## src/rtl/ni_target_resp_sched.sv

```systemverilog
// Packet-atomic round-robin scheduler that merges the NI target's B and R response flit streams onto one out_buffer write port.
// Optional packet statistics counters are built only when RESP_SCHED_STATS_EN is defined.
module ni_target_resp_sched #(
  parameter int FLIT_WIDTH = 80,
  parameter int STAT_WD    = 16
) (
  input  logic                  clk,
  input  logic                  rst,
  input  logic                  wr_valid,
  input  logic [FLIT_WIDTH-1:0] wr_flit,
  input  logic                  wr_tail,
  output logic                  wr_ready,
  input  logic                  rd_valid,
  input  logic [FLIT_WIDTH-1:0] rd_flit,
  input  logic                  rd_tail,
  output logic                  rd_ready,
  output logic [FLIT_WIDTH-1:0] flit,
  output logic                  valid,
  input  logic                  stall,
  output logic                  busy,
  output logic [STAT_WD-1:0]    wr_pkts,
  output logic [STAT_WD-1:0]    rd_pkts
);

  typedef enum logic [1:0] {
    IDLE   = 2'd0,
    WR_PKT = 2'd1,
    RD_PKT = 2'd2
  } state_e;

  state_e state_q, state_d;
  logic   last_rd_q, last_rd_d;   // 1: the most recent grant went to the R path

  // NOTE: state flops use non-blocking assignments so every flop samples pre-edge values.
  always_ff @(posedge clk or posedge rst) begin
    if (rst) begin
      state_q   <= IDLE;
      last_rd_q <= 1'b1;
    end else begin
      state_q   <= state_d;
      last_rd_q <= last_rd_d;
    end
  end

  // NOTE: every comb output gets a default first so no path leaves it unassigned (no latch).
  always_comb begin
    state_d   = state_q;
    last_rd_d = last_rd_q;
    unique case (state_q)
      IDLE: begin
        // Contested request goes to the source opposite the previous grant.
        if (wr_valid && (!rd_valid || last_rd_q)) begin
          state_d   = WR_PKT;
          last_rd_d = 1'b0;
        end else if (rd_valid) begin
          state_d   = RD_PKT;
          last_rd_d = 1'b1;
        end
      end
      WR_PKT:  if (wr_ready && wr_tail) state_d = IDLE;
      RD_PKT:  if (rd_ready && rd_tail) state_d = IDLE;
      default: state_d = IDLE;
    endcase
  end

  always_comb begin
    valid    = 1'b0;
    wr_ready = 1'b0;
    rd_ready = 1'b0;
    flit     = wr_flit;
    unique case (state_q)
      WR_PKT: begin
        valid    = wr_valid & ~stall;
        wr_ready = valid;
      end
      RD_PKT: begin
        valid    = rd_valid & ~stall;
        rd_ready = valid;
        flit     = rd_flit;
      end
      default: ;
    endcase
  end

  assign busy = (state_q != IDLE);

`ifdef RESP_SCHED_STATS_EN
  logic [STAT_WD-1:0] wr_pkts_q, wr_pkts_d;
  logic [STAT_WD-1:0] rd_pkts_q, rd_pkts_d;

  // Saturating packet counters, stepped on each tail transfer.
  always_comb begin
    wr_pkts_d = wr_pkts_q;
    rd_pkts_d = rd_pkts_q;
    if (wr_ready && wr_tail && (wr_pkts_q != '1)) wr_pkts_d = wr_pkts_q + STAT_WD'(1);
    if (rd_ready && rd_tail && (rd_pkts_q != '1)) rd_pkts_d = rd_pkts_q + STAT_WD'(1);
  end

  always_ff @(posedge clk or posedge rst) begin
    if (rst) begin
      wr_pkts_q <= '0;
      rd_pkts_q <= '0;
    end else begin
      wr_pkts_q <= wr_pkts_d;
      rd_pkts_q <= rd_pkts_d;
    end
  end

  assign wr_pkts = wr_pkts_q;
  assign rd_pkts = rd_pkts_q;
`else
  assign wr_pkts = '0;
  assign rd_pkts = '0;
`endif

endmodule

```

## config.mk

```make
export PLATFORM = sky130hd
export DESIGN_NAME = ni_target_resp_sched
export DESIGN_NICKNAME = d
export VERILOG_FILES = /design/src/rtl/ni_target_resp_sched.sv
export SDC_FILE = /design/constraint.sdc
export NUM_CORES = 1
export LEC_CHECK = 0
export ABC_AREA = 1
export BUFFER_PORTS_ARGS = -buffer_cell sky130_fd_sc_hd__buf_2
export CAP_MARGIN = 10
export CORE_AREA = 2 2 110 112
export CTS_BUF_LIST = sky130_fd_sc_hd__clkbuf_4 sky130_fd_sc_hd__clkbuf_8
export CTS_CLUSTER_SIZE = 25
export DETAILED_ROUTE_END_ITERATION = 10
export DIE_AREA = 0 0 112 114
export GPL_ROUTABILITY_DRIVEN = 0
export GPL_TIMING_DRIVEN = 0
export SLEW_MARGIN = 20
export SYNTH_ARGS = -nofsm -noshare
export SYNTH_HDL_FRONTEND = slang
export SYNTH_SLANG_ARGS = --single-unit
```

## constraint.sdc

```tcl
create_clock -name clk -period 1.7 [get_ports clk]
set_input_delay 0 -clock clk [delete_from_list [all_inputs] [get_ports clk]]
set_output_delay 0 -clock clk [all_outputs]
set_load 0.01 [all_outputs]
```

After elaboration in Yosys (flattened, before gate mapping):

Cells that the tools add are included.

* flip-flop bits (word level): 3
* input bits: 167

* reduce and logical (&&, ||, !) cells: 10
* equal/unequal tests: 5
* multiplexer cells: 11
* bitwise operators: 3

Operators by type and width (number)
* 2-to-1 mux 80 bit: 1
* 2-to-1 mux 2 bit: 4
* case mux 2 bit (3 select lines): 1
* 2-to-1 mux 1 bit: 4
* inequality test 2 bit (second input constant): 2
* nonzero test 2 bit: 2
* logical AND 1 bit: 3
* inequality test 3 bit (second input constant): 1
* AND reduction 3 bit: 1
* AND 1 bit: 2
* equality test 2 x 1 -> 1 bit (second input constant): 1
* equality test 2 bit (second input constant): 1
* zero test 2 bit: 1
* case mux 1 bit (2 select lines): 1
* AND reduction 2 bit: 1
* zero test 1 bit: 1
* logical OR 1 bit: 1
* NOT 1 bit: 1

Logic depth before layout (Yosys ltp):

Gate-level depths: netlist of the first run.

* word-level depth: 6
* gate-level depth with buffers: 8
* mapped depth without buffers: 7

Worst setup path after synthesis of the first run:

No wires, ideal clock.

* kind: reg2reg
* start point: register state_q[0]
* end point: register state_q[1]
* arrival: 1.102 ns
* cell stages (with the launch flop): 9
* path slack: 0.481 ns
* cell sequence: dfrtp_1 > inv_1 > ha_1 > buf_4 > inv_4 > o21bai_4 > nand3_2 > nand2_1 > nand2_1

* longest elaborated chain between the ends: 5

RTL lines
* from (decl): line 31 `state_e state_q, state_d;`
* from (signal assigned): line 40 `state_q <= state_d;`
* equality test 2 bit or equality test 2 x 1 -> 1 bit (tied branches): line 49, 71
* 2-to-1 mux 1 bit: line 71 `unique case (state_q)`
* logical AND 1 bit (on tied branches): line 61, 60
* inequality test 2 bit (no line)
* AND reduction 3 bit (no line)

Several ways; a longest one is shown, not always the timed one.
A chain may end at the register's enable or synchronous reset.

Worst setup path in the final report of the first run:

* start point: register state_q[0]
* end point: output flit[40]

* longest elaborated chain between the ends: 2

RTL lines
* equality test 2 bit: line 71
* 2-to-1 mux 80 bit: line 71
* to (decl): line 17 `output logic [FLIT_WIDTH-1:0] flit,`

No other way between the ends.

==> metrics.md, run 1 <==
| Metric | Value |
|---|---|
| Kind of critical path | register to primary output |
| Synth top area cells | nand2_1 62%, buf_4 16%, buf_2 5.3% |
| Post-synthesis register bit count | 3 |
| Fin crit share | 92.24% |
| Final instance area | 3213 sq um |
| Initial antenna violation count | 0 |
| # fillers | 1350 |
| Hold path cells | 3 |
| Synth Area in Simple Gates | 64.75% |
| Hold Startpoint | rd_valid |
| Register-to-Register Path Depth | 7 |
| Total Routing Usage GR | 10.54% |
| Total negative setup slack | 0 ns |
| Crit path required time | 1.70 ns |
| Critical-path top delay cell | dfrtp_1 |
| Hpwl dp | about 6500 microns |
| Top-Level Pins | around 280 |
| Initial DRT Pass Iterations | 4 |
| Post-synthesis mux area share | 0% |
| Worst stage delay on the critical path | 0.40 ns |
| Reg2Reg Capture Point | state_q[1] |
| Layout Skew | 0.0009819 ns |
| FP Rows | 40 |
| Core area | 11710 sq um |
| Worst R2R Start | state_q[0] |
| Share of layout cells above drive strength 1 | 50.41% |
| Clock sink count | 3 |
| Critical path buffer and inverter count | 5 |
| Synth Area in XOR/XNOR | 0% |
| GRT Residual Overflow | 0 |
| Cells after synthesis | about 330 |
| Data arrival, critical path | 1.57 ns |
| Hold WS | 0.09892 ns |
| N_diodes | 0 |
| # Post-CTS Setup Buffers | 0 |
| Status | finished, final reports clean |
| Full die area | 12770 sq um |
| Max Clk Rate | around 640 MHz |
| Vias in the first global route | roughly 2300 |
| Syn. warnings | 0 |
| Cell variety after synth | 18 |
| Top cell type's share of synthesized area | 61.85% |
| Clk slew on worst S/H paths | 0.03 ns |
| H-tree Lvls | 1 |
| Root buf cell | clkbuf_8 |
| I/O Buffers | 250 |
| Final hold vios | 0 |
| Final worst-path setup slack | 0.1320 ns |
| Drt initial violations | 54 |
| Area Overhead vs Synth | 113.5% |
| Placed Area | 3057 sq um |
| CTS max path bufs | 2 |
| Number of buffers created by CTS | 3 |
| Power per cell area | roughly 1200 nW/um^2 |
| Crit start category | register |
| RSZ-0062 raised after global routing | false |
| # DRC | 0 |
| Synth area leader | nand2_1 |
| Leak pwr | around 0.0023 uW |
| Min cycle time layout | 1.568 ns |
| Die W | 112 microns |
| Largest family of logic cells by synthesized area | simple AND/OR/NAND/NOR gates |
| Worst-case hold path end point | state_q[1] |
| CTS tree | done |
| MaxCap Viol Count | 0 |
| Die Span Y | 114 microns |
| First-pass GRT wire length | 10880 microns |
| Synth Area in Compound Gates | 2.743% |
| Most used cell, CP | nand2_1 |
| Final Util | a little over a quarter |
| Slew Viols, Final | 0 |
| CP Max Fanout | 10 |
| Initial Util | approximately 13% |
| WL per Instance | 10.18 microns |
| Sequential fraction of the synthesis area | 5.071% |
| Setup violators final | 0 |
| Routed Wire Length | 7757 microns |
| Flip-flop and latch area | 76.32 sq um |
| Antenna Violating Nets Remaining | 0 |
| Mapped cell area | 1505 sq um |
| Adder-Cell Fraction of Synth Area | 2.494% |
| Crit path max-delay family | buffers and inverters |
| Worst slack at placement | 0.07020 ns |
| Crit-path cells | inv_2 -> ha_4 -> buf_8 -> clkinv_8 -> buf_4 -> nand2_1 -> nand2_1 -> buf_2 |
| Hold Path Class | input pin to register |
| Worst Setup End Kind | primary output |
| Via density | roughly 3.6 |
| Via count | ~2700 |
| Flop2flop setup slack | about 0.36 ns |
| Final-stage net count | 786 |
| Synth Area per Inst | 4.589 sq um |
| Later-pin clock latency in the skew report | about 0.21 ns |
| Area of the multi-input gates | 1186 sq um |
| VDD IR max | 0.5431 mV |
| Pin count of the biggest net entering global routing | 11 |
sequential cells by signal, summed over array words and instances, names as in the netlist:
name,count
state_q,2
last_rd_q,1
logic make-up (layout without fill, tap and decap cells):
kind of cell / after synthesis / after routing
other: 1 / 32
and+or+nand+nor: 256 / 256
DFF: 3 / 3
adders and majority gates: 3 / 3
buffers and inverters: 60 / 316
AOI/OAI and AO/OA: 5 / 5
report_power, final:
part / switching [uW] / internal, uW
registers: 27.2 / 115
logic: 1980 / 1380
clock network: 46.3 / 176
total: 2050 / 1670
cell usage after synthesis, drive strengths merged:
cell    count
conb        1
nor2        2
o21ai       2
o21a        1
ha          3
inv        10
o21bai      1
nand3       5
clkinv      1
dfrtp       2
buf        49
nand2     248
dfstp       1
nand4       1
a21oi       1
what timing repair did:
item,in CTS,in global routing
hold buffers,1,0
endpoints found under the setup margin,59,73
endpoints found under the hold margin,3,0
gates cloned,0,1
resized for setup,6,28
tightest hold or removal path, cell delays in order:
cell,delay (ns)
buf_2,0.12
nand4_1,0.09
nand2_1,0.06
layout make-up:
type	count	area share (%)
repair buffers	252	39.49
multi-input cells	296	36.92
plain buffers	49	12.31
well taps	147	5.724
flip-flops and latches	3	2.375
inverters	11	1.674
clock buffers	4	1.519
placed cells by master, fill, tap and decap left out, types with 2 or more instances in the layout:
| cell | count |
|---|---|
| conb_1 | 32 |
| nor2_1 | 2 |
| dfrtp_1 | 2 |
| nand3_1 | 4 |
| o21ai_1 | 2 |
| buf_8 | 3 |
| buf_4 | 36 |
| nand2_1 | 248 |
| ha_1 | 2 |
| buf_6 | 4 |
| clkbuf_8 | 3 |
| inv_1 | 8 |
| clkbuf_4 | 4 |
| buf_2 | 254 |
through the flow:
step | total power [uW] | cells
CTS | 3593 | 761
global placement | 3323 | 756
detailed placement | 3313 | 756
floorplan | 1957 | 359
global route | 4161 | 762
finish | 3722 | 762
worst max path at each step:
stage                     from  slack, ns  cells past startpoint    endpoint
global route        state_q[0]       0.02                      8    flit[65]
floorplan           state_q[0]       0.48                      8  state_q[1]
global placement    state_q[0]       0.07                      8    flit[65]
detailed placement  state_q[0]       0.07                      8    flit[65]
finish              state_q[0]       0.13                      8    flit[40]
CTS                 state_q[0]      -0.02                      8    flit[65]
per-layer routing:
| layer | up-vias | global-route usage, % | routed length (microns) |
|---|---|---|---|
| li1 | 1480 | - | - |
| met2 | 170 | 21.58 | 4083 |
| met4 | 0 | 1.707 | 20 |
| met5 | - | 0 | 0 |
| met1 | 1080 | 11.66 | 3022 |
| met3 | 2 | 1.382 | 631 |
(Power assumes the default switching activity.)
==> inputs of run 2 (changes only) <==
Settings changed: CTS_BUF_LIST sky130_fd_sc_hd__clkbuf_4 sky130_fd_sc_hd__clkbuf_8 to not set.
==> run 2 against run 1 <==
Net effect:
- final cell count is the same
- register-to-register slack is essentially flat
- non-clock buffer count stayed put
- sequential cell count is the same
- final area increased by 0.70%
- count of clock-buffer cells in the layout is the same
- clock skew down 0.00054 ns
- first-iteration DRC count increased by 11%
- global-route usage about the same
- sequential power about the same
- largest cell class unchanged
==> metrics.md, run 2 (same netlist as run 1, synthesis figures left out) <==
| Metric | Value |
|---|---|
| Crit path required time | 1.70 ns (about the same) |
| Largest Register | state_q |
| CTS tree | done |
| Clock sink count | 3 (unchanged) |
| Full die area | 12770 sq um (unchanged) |
| I/O Buffers | 250 (unchanged) |
| Number of buffers created by CTS | 3 (unchanged) |
| CP Max Fanout | 10 (unchanged) |
| Final worst-path setup slack | 0.1219 ns (-0.01004 ns) |
| Later-pin clock latency in the skew report | 0.22 ns (about the same) |
| Max Clk Rate | 633.7 MHz (-0.64%) |
| Most common cell after layout, fill and taps aside | buf_2 |
| Pin count of the biggest net entering global routing | 11 (unchanged) |
| First-pass GRT wire length | 10900 microns (+0.13%) |
| Top-Level Pins | 283 (unchanged) |
| VDD IR max | 0.5369 mV (-1.1%) |
| Vias in the first global route | 2327 (unchanged) |
| Via count | 2728 (-0.15%) |
| H-tree Lvls | 1 (unchanged) |
| FP Rows | 40 (unchanged) |
| Total negative setup slack | 0 ns (unchanged) |
| Hold Path Class | input pin to register |
| Share of layout cells above drive strength 1 | 50.24% (-0.16 points) |
| Area Overhead vs Synth | 115.0% |
| # DRC | 0 (unchanged) |
| Fin crit share | 92.83% (+0.59 points) |
| Slew Viols, Final | 0 (unchanged) |
| Total Routing Usage GR | 10.57% (+0.033 points) |
| Crit start category | register |
| Core area | 11710 sq um (unchanged) |
| Root buf cell | clkbuf_16 |
| Drt initial violations | 60 (+11%) |
| Clk slew on worst S/H paths | 0.03 ns (about the same) |
| Worst Setup End Kind | primary output |
| # Post-CTS Setup Buffers | 0 (unchanged) |
| Commonest cells after routing, fill and taps aside | 254 x buf_2, 248 x nand2_1, 38 x buf_4, 32 x conb_1, 8 x inv_1 |
| Power per cell area | 1191 nW/um^2 (+2.8%) |
| Data arrival, critical path | 1.58 ns (about the same) |
| Initial Util | 12.85% (unchanged) |
| Initial antenna violation count | 0 (unchanged) |
| Routed Wire Length | 7744 microns (-0.17%) |
| CTS max path bufs | 2 (unchanged) |
| N_diodes | 0 (unchanged) |
| Final-stage net count | 786 (unchanged) |
| Largest regs | state_q: 2 flops, last_rd_q: 1 flops |
| RSZ-0062 raised after global routing | false |
| Die W | 112 microns (unchanged) |
| Kind of critical path | register to primary output |
| Worst slack at placement | 0.07020 ns (unchanged) |
| Setup violators final | 0 (unchanged) |
| Hpwl dp | 6474 microns (unchanged) |
| Largest register FFs | 2 (unchanged) |
| Die Span Y | 114 microns (unchanged) |
| Final hold vios | 0 (unchanged) |
| Via density | 3.580 (-0.15%) |
| Status | finished, final reports clean |
| Layout Skew | 0.0004402 ns (-0.0005418 ns) |
| GRT Residual Overflow | 0 (unchanged) |
| Flop2flop setup slack | 0.36 ns (about the same) |
| Min cycle time layout | 1.578 ns (+0.01004 ns) |
| Initial DRT Pass Iterations | 4 (unchanged) |
| Antenna Violating Nets Remaining | 0 (unchanged) |
| MaxCap Viol Count | 0 (unchanged) |
| Leak pwr | 0.002266 uW (+0.45%) |
| WL per Instance | 10.16 microns (-0.17%) |
==> run 2: final timing paths <==
check / depth (start not counted) / start / endpoint
max: 7 / state_q[0] / flit[12]
min: 3 / rd_valid / state_q[1]
max reg2reg: 7 / state_q[0] / state_q[1]
min reg2reg: 2 / state_q[0] / state_q[0]
max in group asynchronous: 3 / rst / last_rd_q
min in group asynchronous: 3 / rst / state_q[1]
==> run 2: timing repair <==
action	CTS	global route
gates resized for setup	12	16
endpoints found under the hold margin	3	0
endpoints found under the setup margin	70	77
gates cloned	0	1
hold buffers	1	0
==> run 2: through the flow <==
stage               hold WS, ns  total power, uW  util (%)  instance area (sq um)  instances
floorplan               -0.2471             1957         -                   1622        359
global placement        -0.1306             3323     26.10                   3057        756
detailed placement      -0.1278             3313     26.10                   3057        756
CTS                     0.08930             3788     27.14                   3178        761
global route             0.1253             4294     27.63                   3236        762
finish                  0.09061             3852     27.63                   3236        762
==> run 2: final cells by class <==
class	instances	area, sq um
Fill cell	1346	8476
Timing Repair Buffer	252	1266
Multi-Input combinational cell	296	1186
Buffer	49	390.4
Tap cell	147	183.9
Clock buffer	4	78.83
Sequential cell	3	76.32
Inverter	11	53.80
==> run 2: critical path, cell delays in order, from the launching register on <==
cell and delay, ns:
dfrtp_1 0.40, inv_2 0.10, ha_4 0.15, buf_2 0.19
clkbuf_4 0.22, nand2_1 0.07, nand2_1 0.09, buf_2 0.14
==> run 2: per-layer routing <==
metal	track usage [%]	up-vias	routed length, microns
li1	-	1479	-
met2	21.58	171	4086
met3	1.541	3	632
met1	11.66	1075	3003
met4	1.707	0	22
met5	0	-	0
==> run 2: report_power, final <==
part           switching (uW)  total (uW)  internal (uW)
logic                    1970        3340           1370
registers                27.2         142            115
clock network            63.9         373            309
total                    2060        3850           1790
==> inputs of run 3 (changes only) <==
Settings changed: REMOVE_ABC_BUFFERS set to 1.
==> run 3 against run 2 <==
Net effect:
- maximum frequency is 1.5% lower
- non-clock buffer count shrank 44
- count of clock-buffer cells in the layout is the same
- final area is 8.1% lower
- sequential cell count unchanged
- utilization is 2.2 points lower
- clock power about the same
- via count down 0.95%
- sequential share of layout area grew 0.21 points
- power is 0.98% lower
==> metrics.md, run 3 (same netlist as run 1, synthesis figures left out) <==
| Metric | Value |
|---|---|
| Final worst-path setup slack | 0.09769 ns (-0.02422 ns) |
| VDD IR max | 0.6567 mV (+22%) |
| Hold Path Class | input pin to register |
| Drt initial violations | 65 (+8.3%) |
| Layout Skew | 0.001412 ns (+0.0009720 ns) |
| Area Overhead vs Synth | 97.51% |
| # DRC | 0 (unchanged) |
| Fin cells | 719 (-5.6%) |
| Worst slack at placement | -0.5185 ns (-0.5887 ns) |
| Crit start category | register |
| Die Span Y | 114 microns (unchanged) |
| CTS max path bufs | 2 (unchanged) |
| Clk slew on worst S/H paths | 0.03 ns (about the same) |
| Flop2flop setup slack | 0.23 ns (-0.13 ns) |
| Vias in the first global route | 2383 (+2.4%) |
| CTS tree | done |
| Status | finished, final reports clean |
| Worst-case hold path end point | state_q[1] |
| Placed insts | 708 (-6.3%) |
| Worst R2R Start | state_q[0] |
| GRT Residual Overflow | 0 (unchanged) |
| Register-to-Register Path Depth | 8 (+1) |
| Largest register FFs | 2 (unchanged) |
| Reg2Reg Capture Point | state_q[1] |
| MaxCap Viol Count | 0 (unchanged) |
| Slew Viols, Final | 0 (unchanged) |
| H-tree Lvls | 1 (unchanged) |
| Hold WS | 0.1042 ns (+0.01359 ns) |
| Share of layout cells above drive strength 1 | 46.68% (-3.6 points) |
| Setup violators final | 0 (unchanged) |
| Total power | 3814 uW (-0.98%) |
| Final hold vios | 0 (unchanged) |
| Largest regs | state_q: 2 flops, last_rd_q: 1 flops |
| Initial Util | 12.85% (unchanged) |
| Routed Wire Length | 7572 microns (-2.2%) |
| Later-pin clock latency in the skew report | 0.22 ns (about the same) |
| Fin crit share | 94.25% (+1.4 points) |
| Core area | 11710 sq um (unchanged) |
| Initial antenna violation count | 0 (unchanged) |
| Via count | 2702 (-0.95%) |
| Via density | 3.758 (+5.0%) |
| Min cycle time layout | 1.602 ns (+0.02422 ns) |
| Clock sink count | 3 (unchanged) |
| Full die area | 12770 sq um (unchanged) |
| WL per Instance | 10.53 microns (+3.6%) |
| Worst Setup End Kind | primary output |
| Final-stage net count | 743 (-5.5%) |
| Data arrival, critical path | 1.60 ns (+0.02 ns) |
| Pin count of the biggest net entering global routing | 42 (+31) |
| Hpwl dp | 5389 microns (-17%) |
| RSZ-0062 raised after global routing | false |
| FP Rows | 40 (unchanged) |
| N_diodes | 0 (unchanged) |
| Die W | 112 microns (unchanged) |
| I/O Buffers | 250 (unchanged) |
| Root buf cell | clkbuf_16 |
| Hold path cells | 3 (unchanged) |
| CP Max Fanout | 41 (+31) |
| First-pass GRT wire length | 10940 microns (+0.38%) |
| Total Routing Usage GR | 10.46% (-0.11 points) |
| Most common cell after layout, fill and taps aside | buf_2 |
| Crit path required time | 1.70 ns (about the same) |
| Number of buffers created by CTS | 3 (unchanged) |
| Antenna Violating Nets Remaining | 0 (unchanged) |
| Initial DRT Pass Iterations | 4 (unchanged) |
| Kind of critical path | register to primary output |
| Max Clk Rate | 624.1 MHz (-1.5%) |
| Hold Startpoint | rd_valid |
| Leak pwr | 0.002058 uW (-9.2%) |
| Final Util | 25.38% (-2.2 points) |
| Power per cell area | 1283 nW/um^2 (+7.8%) |
| Top-Level Pins | 283 (unchanged) |
| Largest Register | state_q |
| Commonest cells after routing, fill and taps aside | 250 x buf_2, 248 x nand2_1, 32 x conb_1, 8 x inv_1 |
-- run 3: per-layer routing --
metal  routed length, microns  track usage [%]  vias to the layer above
li1                         -                -                     1395
met1                     3049            12.07                     1129
met2                     3819            20.65                      172
met3                      652            1.488                        6
met4                       50            1.789                        0
met5                        0                0                        -
-- run 3: worst max path at each step --
stage	start	to	slack, ns	depth (start not counted)
final	state_q[0]	valid	0.1	7
after global routing	state_q[0]	valid	0.0008	7
after CTS	state_q[0]	valid	0.01	7
after detailed placement	state_q[0]	state_q[1]	-0.52	8
after global placement	state_q[0]	state_q[1]	-2.75	6
after floorplan	state_q[0]	state_q[1]	-1.43	6
-- run 3: what timing repair did --
action | in CTS | in global routing
hold buffers | 1 | 0
gates cloned | 2 | 1
pin swaps | 0 | 0
setup endpoints to repair | 84 | 59
resized for setup | 4 | 5
endpoints found under the hold margin | 3 | 0
buffers inserted | 3 | 0
-- run 3: cell type report --
type                            count  area (sq um)
Sequential cell                     3         76.32
Tap cell                          147         183.9
Multi-Input combinational cell    296          1189
Inverter                           11         57.56
Fill cell                        1354          8738
Timing Repair inverter              1         11.26
Timing Repair Buffer              257          1376
Clock buffer                        4         78.83
-- run 3: where the power goes --
group / leakage [uW] / total [uW] / switching, uW / internal [uW]
clock: 0.0000382 / 374 / 64.4 / 310
combinational: 0.00198 / 3300 / 1990 / 1310
sequential: 0.0000365 / 140 / 25.4 / 115
total: 0.00206 / 3810 / 2080 / 1730
-- run 3: through the flow --
stage	TNS [ns]	cell area (sq um)
2_1_floorplan	-92.45	1294
3_3_place_gp	-205.95	2729
3_5_place_dp	-21.07	2761
4_1_cts	0	2935
5_1_grt	0	2973
6_report	0	2973
-- run 3: critical path, cell delays in order, from the launching register on --
cell     delay (ns)
dfrtp_1        0.40
inv_2          0.09
ha_4           0.19
buf_12         0.18
inv_16         0.09
nor2_2         0.13
o21a_1         0.14
buf_2          0.13
